===== config.mk =====
export PLATFORM = sky130hd
export DESIGN_NAME = barrel_coord_gen
export DESIGN_NICKNAME = d
export VERILOG_FILES = /design/src/rtl/barrel_coord_gen.sv
export SDC_FILE = /design/constraint.sdc
export NUM_CORES = 1
export LEC_CHECK = 0
export CAP_MARGIN = 20
export CORE_MARGIN = 8
export CORE_UTILIZATION = 65
export CTS_CLUSTER_DIAMETER = 30
export CTS_CLUSTER_SIZE = 28
export DETAILED_ROUTE_END_ITERATION = 12
export GPL_TIMING_DRIVEN = 0
export PLACE_DENSITY = 0.94
export SYNTH_ARGS = -nofsm -noshare
export SYNTH_HDL_FRONTEND = slang
export SYNTH_SLANG_ARGS = --single-unit

===== constraint.sdc =====
create_clock -name clk -period 9.7 [get_ports clk]
set_input_delay 0.97 -clock clk [delete_from_list [all_inputs] [get_ports clk]]
set_output_delay 0.97 -clock clk [all_outputs]
set_load 0.02 [all_outputs]

===== src/rtl/barrel_coord_gen.sv =====
// Raster-scan source-coordinate generator for barrel projection.
// Walks the output frame row-major and bends the source row parabolically in column.
package barrel_coord_gen_pkg;
    typedef struct packed {
        logic valid;
        logic sof;
        logic eol;
    } sideband_t;
endpackage

module barrel_coord_gen
    import barrel_coord_gen_pkg::*;
#(
    parameter int unsigned OUT_WIDTH   = 1080,
    parameter int unsigned OUT_HEIGHT  = 960,
    parameter int unsigned CENTER_X    = 540,
    parameter int unsigned CURVE_SHIFT = 13,
    parameter int unsigned MAX_CURVE   = 48,
    parameter int unsigned PIPE_LAT    = 2
) (
    input  logic        clk,
    input  logic        reset,
    input  logic        Enable,
    input  logic        Math_Ready,
    input  logic        AXIS_Out_Ready,
    output logic [11:0] Math_X,
    output logic [11:0] Math_Y,
    output logic        Out_Valid,
    output logic        Out_SOF,
    output logic        Out_EOL,
    output logic        Frame_Done
);
    localparam int unsigned COORD_W = 12;
    localparam int unsigned DX_MAX  = (CENTER_X > OUT_WIDTH - CENTER_X) ? CENTER_X : OUT_WIDTH - CENTER_X;
    localparam int unsigned DX_W    = $clog2(DX_MAX + 1);
    localparam int unsigned DX2_W   = 2 * DX_W + 1;
    localparam int unsigned COL_W   = $clog2(OUT_WIDTH);
    localparam int unsigned ROW_W   = $clog2(OUT_HEIGHT);
    localparam int unsigned CX2     = CENTER_X * CENTER_X;

    typedef enum logic [1:0] {IDLE, WAIT_FILL, RUN} state_t;

    state_t             state;
    logic [COL_W-1:0]   col;
    logic [ROW_W-1:0]   row;
    logic [DX_W-1:0]    dx;
    logic [DX2_W-1:0]   dx2;
    sideband_t          sb_pipe [PIPE_LAT];
    sideband_t          sb_push;
    logic               issue;
    logic               last_col;
    logic               last_pix;
    logic [DX2_W-1:0]   dx_ext;
    logic [DX2_W-1:0]   curve_raw;
    logic [COORD_W-1:0] curve;

    assign issue     = (state == RUN) && Math_Ready && AXIS_Out_Ready;
    assign last_col  = (col == COL_W'(OUT_WIDTH - 1));
    assign last_pix  = last_col && (row == ROW_W'(OUT_HEIGHT - 1));
    assign dx_ext    = DX2_W'(dx);
    assign curve_raw = dx2 >> CURVE_SHIFT;
    assign curve     = (curve_raw > DX2_W'(MAX_CURVE)) ? COORD_W'(MAX_CURVE) : COORD_W'(curve_raw);
    assign Math_X    = COORD_W'(col);
    assign Math_Y    = COORD_W'(row) + curve;

    // Frame walk; dx2 tracks (col-CENTER_X)^2 by first differences.
    always_ff @(posedge clk or negedge reset) begin
        if (!reset) begin
            state      <= IDLE;
            col        <= '0;
            row        <= '0;
            dx         <= DX_W'(CENTER_X);
            dx2        <= DX2_W'(CX2);
            Frame_Done <= 1'b0;
        end else begin
            Frame_Done <= issue && last_pix;
            case (state)
                IDLE:      if (Enable) state <= WAIT_FILL;
                WAIT_FILL: if (Math_Ready) state <= RUN;
                RUN: begin
                    if (issue && last_pix) state <= Enable ? WAIT_FILL : IDLE;
                    else if (!Math_Ready)  state <= WAIT_FILL;
                end
                default:   state <= IDLE;
            endcase
            if (issue) begin
                if (last_col) begin
                    col <= '0;
                    dx  <= DX_W'(CENTER_X);
                    dx2 <= DX2_W'(CX2);
                    row <= last_pix ? '0 : row + ROW_W'(1);
                end else begin
                    col <= col + COL_W'(1);
                    if (col < COL_W'(CENTER_X)) begin
                        dx2 <= dx2 - ((dx_ext << 1) - DX2_W'(1));
                        dx  <= dx - DX_W'(1);
                    end else begin
                        dx2 <= dx2 + (dx_ext << 1) + DX2_W'(1);
                        dx  <= dx + DX_W'(1);
                    end
                end
            end
        end
    end

    always_comb begin
        sb_push = '0;
        if (issue) begin
            sb_push.valid = 1'b1;
            sb_push.sof   = (col == '0) && (row == '0);
            sb_push.eol   = last_col;
        end
    end

    // Sideband delay line, frozen together with the memory interface while downstream stalls.
    always_ff @(posedge clk or negedge reset) begin
        if (!reset) begin
            for (int unsigned i = 0; i < PIPE_LAT; i++) sb_pipe[i] <= '0;
        end else if (AXIS_Out_Ready) begin
            sb_pipe[0] <= sb_push;
            for (int unsigned i = 1; i < PIPE_LAT; i++) sb_pipe[i] <= sb_pipe[i-1];
        end
    end

    assign Out_Valid = sb_pipe[PIPE_LAT-1].valid;
    assign Out_SOF   = sb_pipe[PIPE_LAT-1].sof;
    assign Out_EOL   = sb_pipe[PIPE_LAT-1].eol;
endmodule

==> results of run 1 <==
-- cell usage after synthesis (14+ instances only) --
cell type / n
sky130_fd_sc_hd__a21oi_1: 47
sky130_fd_sc_hd__clkbuf_1: 14
sky130_fd_sc_hd__nand3_1: 25
sky130_fd_sc_hd__o21ai_0: 51
sky130_fd_sc_hd__xor2_1: 26
sky130_fd_sc_hd__dfrtp_1: 50
sky130_fd_sc_hd__nand2_1: 53
sky130_fd_sc_hd__xnor2_1: 36
sky130_fd_sc_hd__a21o_1: 15
sky130_fd_sc_hd__and3_1: 14
sky130_fd_sc_hd__ha_1: 49
sky130_fd_sc_hd__inv_1: 29
sky130_fd_sc_hd__nor2_1: 41
-- sequential cells by signal, indices dropped and copies added (netlist names) --
signal,cells
row,10
Out_SOF,1
state,2
Out_Valid,1
dx,10
sb_pipe,3
Out_EOL,1
dx2,21
col,11
Frame_Done,1
-- stage by stage --
step                      hold slack [ns]  area (um^2)
final                               0.513         5860
after global routing                0.534         5860
after detailed placement            0.475         5640
after CTS                           0.502         5860
after floorplan                     0.445         5200
after global placement              0.472         5620
-- final cells by class --
class | instances | area, um^2 | area share
Buffer | 19 | 91.3 | 0.0156
Clock buffer | 10 | 128 | 0.0218
Clock inverter | 6 | 95.1 | 0.0162
Inverter | 29 | 109 | 0.0186
Multi-Input combinational cell | 505 | 3460 | 0.591
Sequential cell | 61 | 1540 | 0.263
Tap cell | 102 | 128 | 0.0218
Timing Repair Buffer | 30 | 305 | 0.0521
-- per-layer routing --
| metal | GRT usage | wire length (um) |
|---|---|---|
| met3 | 0.0505 | 1090 |
| met4 | 0.0989 | 488 |
| met2 | 0.474 | 7510 |
| met5 | 0 | 0 |
| met1 | 0.316 | 5770 |
-- cell families after synthesis --
logic type	Yosys count	share of synthesized area
and+or+nand+nor	198	0.193
AOI/OAI and AO/OA	182	0.223
xor gates and xnor gates	62	0.105
DFF	61	0.297
adders and majority gates	52	0.130
buffers and inverters	48	0.0386
muxes	7	0.0142
other	1	0.000722
-- worst paths after layout --
kind | to | cells after the start | from | slack, ns
max in group asynchronous | dx2[14] | 2 | reset | 8.41
worst max-delay path | Math_Y[9] | 13 | dx2[18] | 5.13
min in group asynchronous | Out_Valid | 1 | reset | 0.61
worst min register to register | Out_Valid | 1 | sb_pipe[5] | 0.51
worst min-delay path | Out_Valid | 1 | sb_pipe[5] | 0.51
worst max register to register | dx[8] | 15 | col[7] | 5.44
-- report_power, final --
group | internal [mW] | switching [mW] | leakage [nW]
combinational | 0.549 | 0.758 | 1.72
clock | 0.147 | 0.113 | 0.111
sequential | 0.344 | 0.126 | 0.760
==> flow_summary.ini, run 1 <==
[run_status]
outcome = finished clean

[logic_synthesis]
synth-seq-cells = 61
synth_largest_type_area_fraction = 0.241
synth_top_area_cell = sky130_fd_sc_hd__dfrtp_1
synth-seq-area-share = 0.297
netlist-cell-type-count = 65
synth_top_cells_by_area = sky130_fd_sc_hd__dfrtp_1, sky130_fd_sc_hd__ha_1, sky130_fd_sc_hd__xnor2_1
number_of_flops_mapped_to_enable_cells_by_yosys = 0
ys_async_sr_fraction = 1.00
mean_cell_area_of_the_mapped_netlist_um2 = 8.50
yosys_most_used_dff = sky130_fd_sc_hd__dfrtp_1
synth_cell_area_um2 = 5190
yosys_warnings = 0
postSynthCellCount = 611

[final_layout]
n_antenna_cell = 0
layout.filler_cells = 536
layout.cells.most_common = sky130_fd_sc_hd__nand2_1
final_cells = 762
layout_common_cells = sky130_fd_sc_hd__nand2_1, sky130_fd_sc_hd__o21ai_0, sky130_fd_sc_hd__dfrtp_1
area_growth_syn_to_layout_pct = 12.8
utilization = 0.758
final_net_count = 712
share_of_layout_cells_above_drive_strength_1 = 0.0682

[critical_path]
critPathKind = flop to output pin
cell_family_with_the_largest_share_of_critical_path_delay = compound AO/OA/AOI/OAI gates
timing.critical_path.mode_cell = sky130_fd_sc_hd__a21oi_1
kind_of_capture_point_of_the_worst_setup_path = output pin
critical_path.cell_chain = nand2_1 > nand3_1 > inv_1 > ha_1 > a21o_1 > a21oi_1 > o21ai_0 > a21oi_1 > nor2b_1 > o21a_1 > o31a_1 > xor2_1 > clkdlybuf4s50_1
endpoint_arrival_time_on_the_critical_path_ns = 3.60
crit_path_top_delay_cell = sky130_fd_sc_hd__clkdlybuf4s50_1
cp_max_fo = 6
startpoint_type = flop
critPathMaxStageDelay_ns = 0.62
crit_required_ns = 8.73
critPathBufInv = 2

[clock_tree]
buffer_count_from_post_cts_setup_fixing = 0
cts_buffer_depth = 2
cts_htree_levels = 3
clkSinkCount = 61
clk-insertion-delay-late_ns = 0.34
post_cts.resized_instances = 0
cts_tree = yes
holdBufCountCts = 0
numCtsBuffers = 9
clk_root_buffer_cell = sky130_fd_sc_hd__clkbuf_8
path_clk_slew_ns = 0.08

[floorplan]
num_io_pins = 33
initial_utilization = 0.672
die_x_um = 105
placementRows = 32
die_y_um = 105
floorplan.core_area_um2 = 7730
fp.dieArea_um2 = 11100

[hold_path]
hold_crit_class = flop to flop

[pwr]
p_total_mw = 2.04
power.ir.vdd_worst_mv = 0.321
power.leakage_nw = 2.59
power.density_nw_per_um2 = 348

[route]
drc_errors = 0
routed_wl_mm = 14.9
wirelength_per_cell_um = 19.5
antenna_left = 0
detail_route.vias_per_cell = 6.73
drtPass1Iterations = 7
initialDrtViolationCount = 410
route.vias.total = 5127

[grt]
grt.overflow.total = 0
grt_max_degree = 40
globalRouteTotalUtil = 0.269
grt_antenna_before_repair = 0
wire_length_of_the_first_global_routing_pass_mm = 24.6
grt_pass1_vias = 5059

[place]
placed_cells = 746
io_buffer_count = 29
place_ws_ns = 5.51
detailedPlacementHpwl_mm = 10.6
gpl.final_weighted_congestion = 0.954

[timing]
worst_pin_slew_ns = 0.744
fmax_ghz = 0.219
final_max_slew_viol_count = 0
setup_viol = 0
final.min_clock_period_ns = 4.57
fin_skew_ns = 0.00872
min_period_over_period = 0.471
report.final.hold_viol_count = 0
fin_setup_tns_ns = 0
grt_setup_unrepaired = false
worst_slew_margin_rel = 0.499
postLayoutSetupSlackWorst_ns = 5.13

[flow_run]
cap_viol_max_count = 0
Note: power is estimated with default switching activity, not from simulation.
==> run 2: changes to the inputs <==
Settings changed: CORE_UTILIZATION 65 to 55, PLACE_DENSITY 0.94 to 0.86.
Clock period 9.7 ns to 4 ns, I/O delays scaled along.
==> run 2 against run 1 <==
Compared with the run above:
- sequential share of layout area is 0.24 points lower
- critical path depth is 1 lower
- register-to-register slack worse by 5.3 ns
- sequential power is 140% higher
- design area is 0.94% higher
- worst setup slack worse by 5.0 ns
- hold slack worse by 0.41 ns
- largest cell class unchanged
- first-iteration DRC count is 19% lower
- global-route usage is 5.2 points lower
- final cell count is 1.3% higher
- largest power group unchanged
==> flow_summary.ini, run 2 (same netlist as run 1, synthesis figures left out) <==
[hold_path]
hold_crit_class = input port to asynchronous set/reset pin

[route]
drtPass1Iterations = 5
initialDrtViolationCount = 331
routed_wl_mm = 13.6
antenna_left = 0
route.vias.total = 4853
wirelength_per_cell_um = 17.6
drc_errors = 0
detail_route.vias_per_cell = 6.29

[clock_tree]
cts_buffer_depth = 2
cts_htree_levels = 3
path_clk_slew_ns = 0.08
clk_root_buffer_cell = sky130_fd_sc_hd__clkbuf_8
clkSinkCount = 61
cts_tree = yes
numCtsBuffers = 9
holdBufCountCts = 0
clk-insertion-delay-late_ns = 0.35

[critical_path]
endpoint_arrival_time_on_the_critical_path_ns = 4.06
critPathKind = flop to flop
worst-r2r-setup-slack_ns = 0.17
cp_max_fo = 5
startpoint_type = flop
r2r-end = dx2[19]
kind_of_capture_point_of_the_worst_setup_path = flop
regToRegStartpoint = dx[5]
crit_required_ns = 4.23
ff2ff_path_depth = 12

[floorplan]
die_x_um = 113
initial_utilization = 0.564
fp.dieArea_um2 = 12800
placementRows = 35
floorplan.core_area_um2 = 9200
num_io_pins = 33
die_y_um = 113

[run_status]
outcome = finished clean

[pwr]
power.ir.vdd_worst_mv = 0.616
power.leakage_nw = 2.64
power.density_nw_per_um2 = 826

[place]
gpl.final_weighted_congestion = 0.935
place_area_um2 = 5650
io_buffer_count = 29
detailedPlacementHpwl_mm = 10.1
placed_cells = 755

[grt]
grt_max_degree = 33
wire_length_of_the_first_global_routing_pass_mm = 22.9
grt_antenna_before_repair = 0
grt_pass1_vias = 4796
globalRouteTotalUtil = 0.216
grt.overflow.total = 0

[final_layout]
layout_common_cells = sky130_fd_sc_hd__nand2_1, sky130_fd_sc_hd__o21ai_0, sky130_fd_sc_hd__dfrtp_1
final_cells = 772
layout.filler_cells = 762
area_growth_syn_to_layout_pct = 13.9
top_register_by_number_of_flip_flops = dx2
share_of_layout_cells_above_drive_strength_1 = 0.0787
finished_layout_cell_area_um2 = 5910
largest_reg_flops = 21
n_antenna_cell = 0
utilization = 0.643
layout.cells.most_common = sky130_fd_sc_hd__nand2_1
top_regs = dx2: 21 flops, col: 11 flops
final_net_count = 713

[timing]
grt_setup_unrepaired = false
fmax_ghz = 0.261
final.min_clock_period_ns = 3.83
setup_viol = 0
worst_pin_slew_ns = 0.745
fin_skew_ns = 0.0107
fin_setup_tns_ns = 0
final_max_slew_viol_count = 0
worst_slew_margin_rel = 0.503
min_period_over_period = 0.957
report.final.hold_viol_count = 0
hold-worst-slack_ns = 0.105

[flow_run]
cap_viol_max_count = 0
run 2: cell count changes in the layout (fill, tap and decap cells not counted), moves of 2 or more:
cell                              delta
sky130_fd_sc_hd__clkdlybuf4s50_1     -3
sky130_fd_sc_hd__clkinv_2            +2
sky130_fd_sc_hd__clkinv_4            -2
sky130_fd_sc_hd__dlygate4sd2_1       +2
run 2: stage by stage:
step                      total power, mW  setup slack (ns)
final                                4.88             0.171
after CTS                            4.81            0.0725
after global placement               3.99            0.0444
after detailed placement             4.13            -0.138
after floorplan                      3.43             0.490
after global routing                 5.29           0.00764
run 2: layout make-up:
cell class / count / area [um^2] / share of cell area
timing repair buffer: 31 / 313 / 0.0529
buffer: 19 / 97.6 / 0.0165
inverter: 29 / 109 / 0.0184
clock inverter: 6 / 86.3 / 0.0146
clock buffer: 10 / 138 / 0.0233
tap: 111 / 139 / 0.0235
multi-input combinational: 505 / 3490 / 0.590
sequential: 61 / 1540 / 0.260
run 2: critical path: stages, from the launching register on:
cell and delay, ns:
sky130_fd_sc_hd__dfrtp_1 0.46, sky130_fd_sc_hd__or4_1 0.64, sky130_fd_sc_hd__nor4_1 0.34, sky130_fd_sc_hd__xnor2_1 0.13, sky130_fd_sc_hd__ha_1 0.37, sky130_fd_sc_hd__and3_1 0.17
sky130_fd_sc_hd__o211ai_1 0.09, sky130_fd_sc_hd__o221ai_1 0.37, sky130_fd_sc_hd__a311oi_2 0.19, sky130_fd_sc_hd__o41ai_2 0.38, sky130_fd_sc_hd__xnor2_1 0.17, sky130_fd_sc_hd__nand2_1 0.10
sky130_fd_sc_hd__a32o_1 0.28
run 2: how the worst max path moves through the flow:
stage	slack, ns	cells past startpoint	to	startpoint
2_1_floorplan	0.49	12	dx2[19]	dx[5]
3_3_place_gp	0.04	12	dx2[19]	dx[5]
3_5_place_dp	-0.14	12	dx2[19]	dx[5]
4_1_cts	0.07	13	Math_Y[9]	dx2[18]
5_1_grt	0.008	14	Math_Y[10]	dx2[19]
6_report	0.17	12	dx2[19]	dx[5]
run 2: power breakdown:
| group | internal [mW] | switching, mW |
|---|---|---|
| clock network | 0.366 | 0.262 |
| registers | 0.835 | 0.293 |
| logic | 1.34 | 1.79 |
run 2: routing by layer:
layer  global-route usage  vias up  wire [um]
li1                     -     2314          -
met1                0.266     2312       5790
met2                0.359      181       6600
met3               0.0410       46        710
met4                0.100        0        452
met5                    0        -          0
run 2: repair_timing:
item / CTS / global route
endpoints found under the setup margin: 5 / 9
buffers inserted: 1 / 0
resized for setup: 3 / 9
pin swaps: 1 / 0
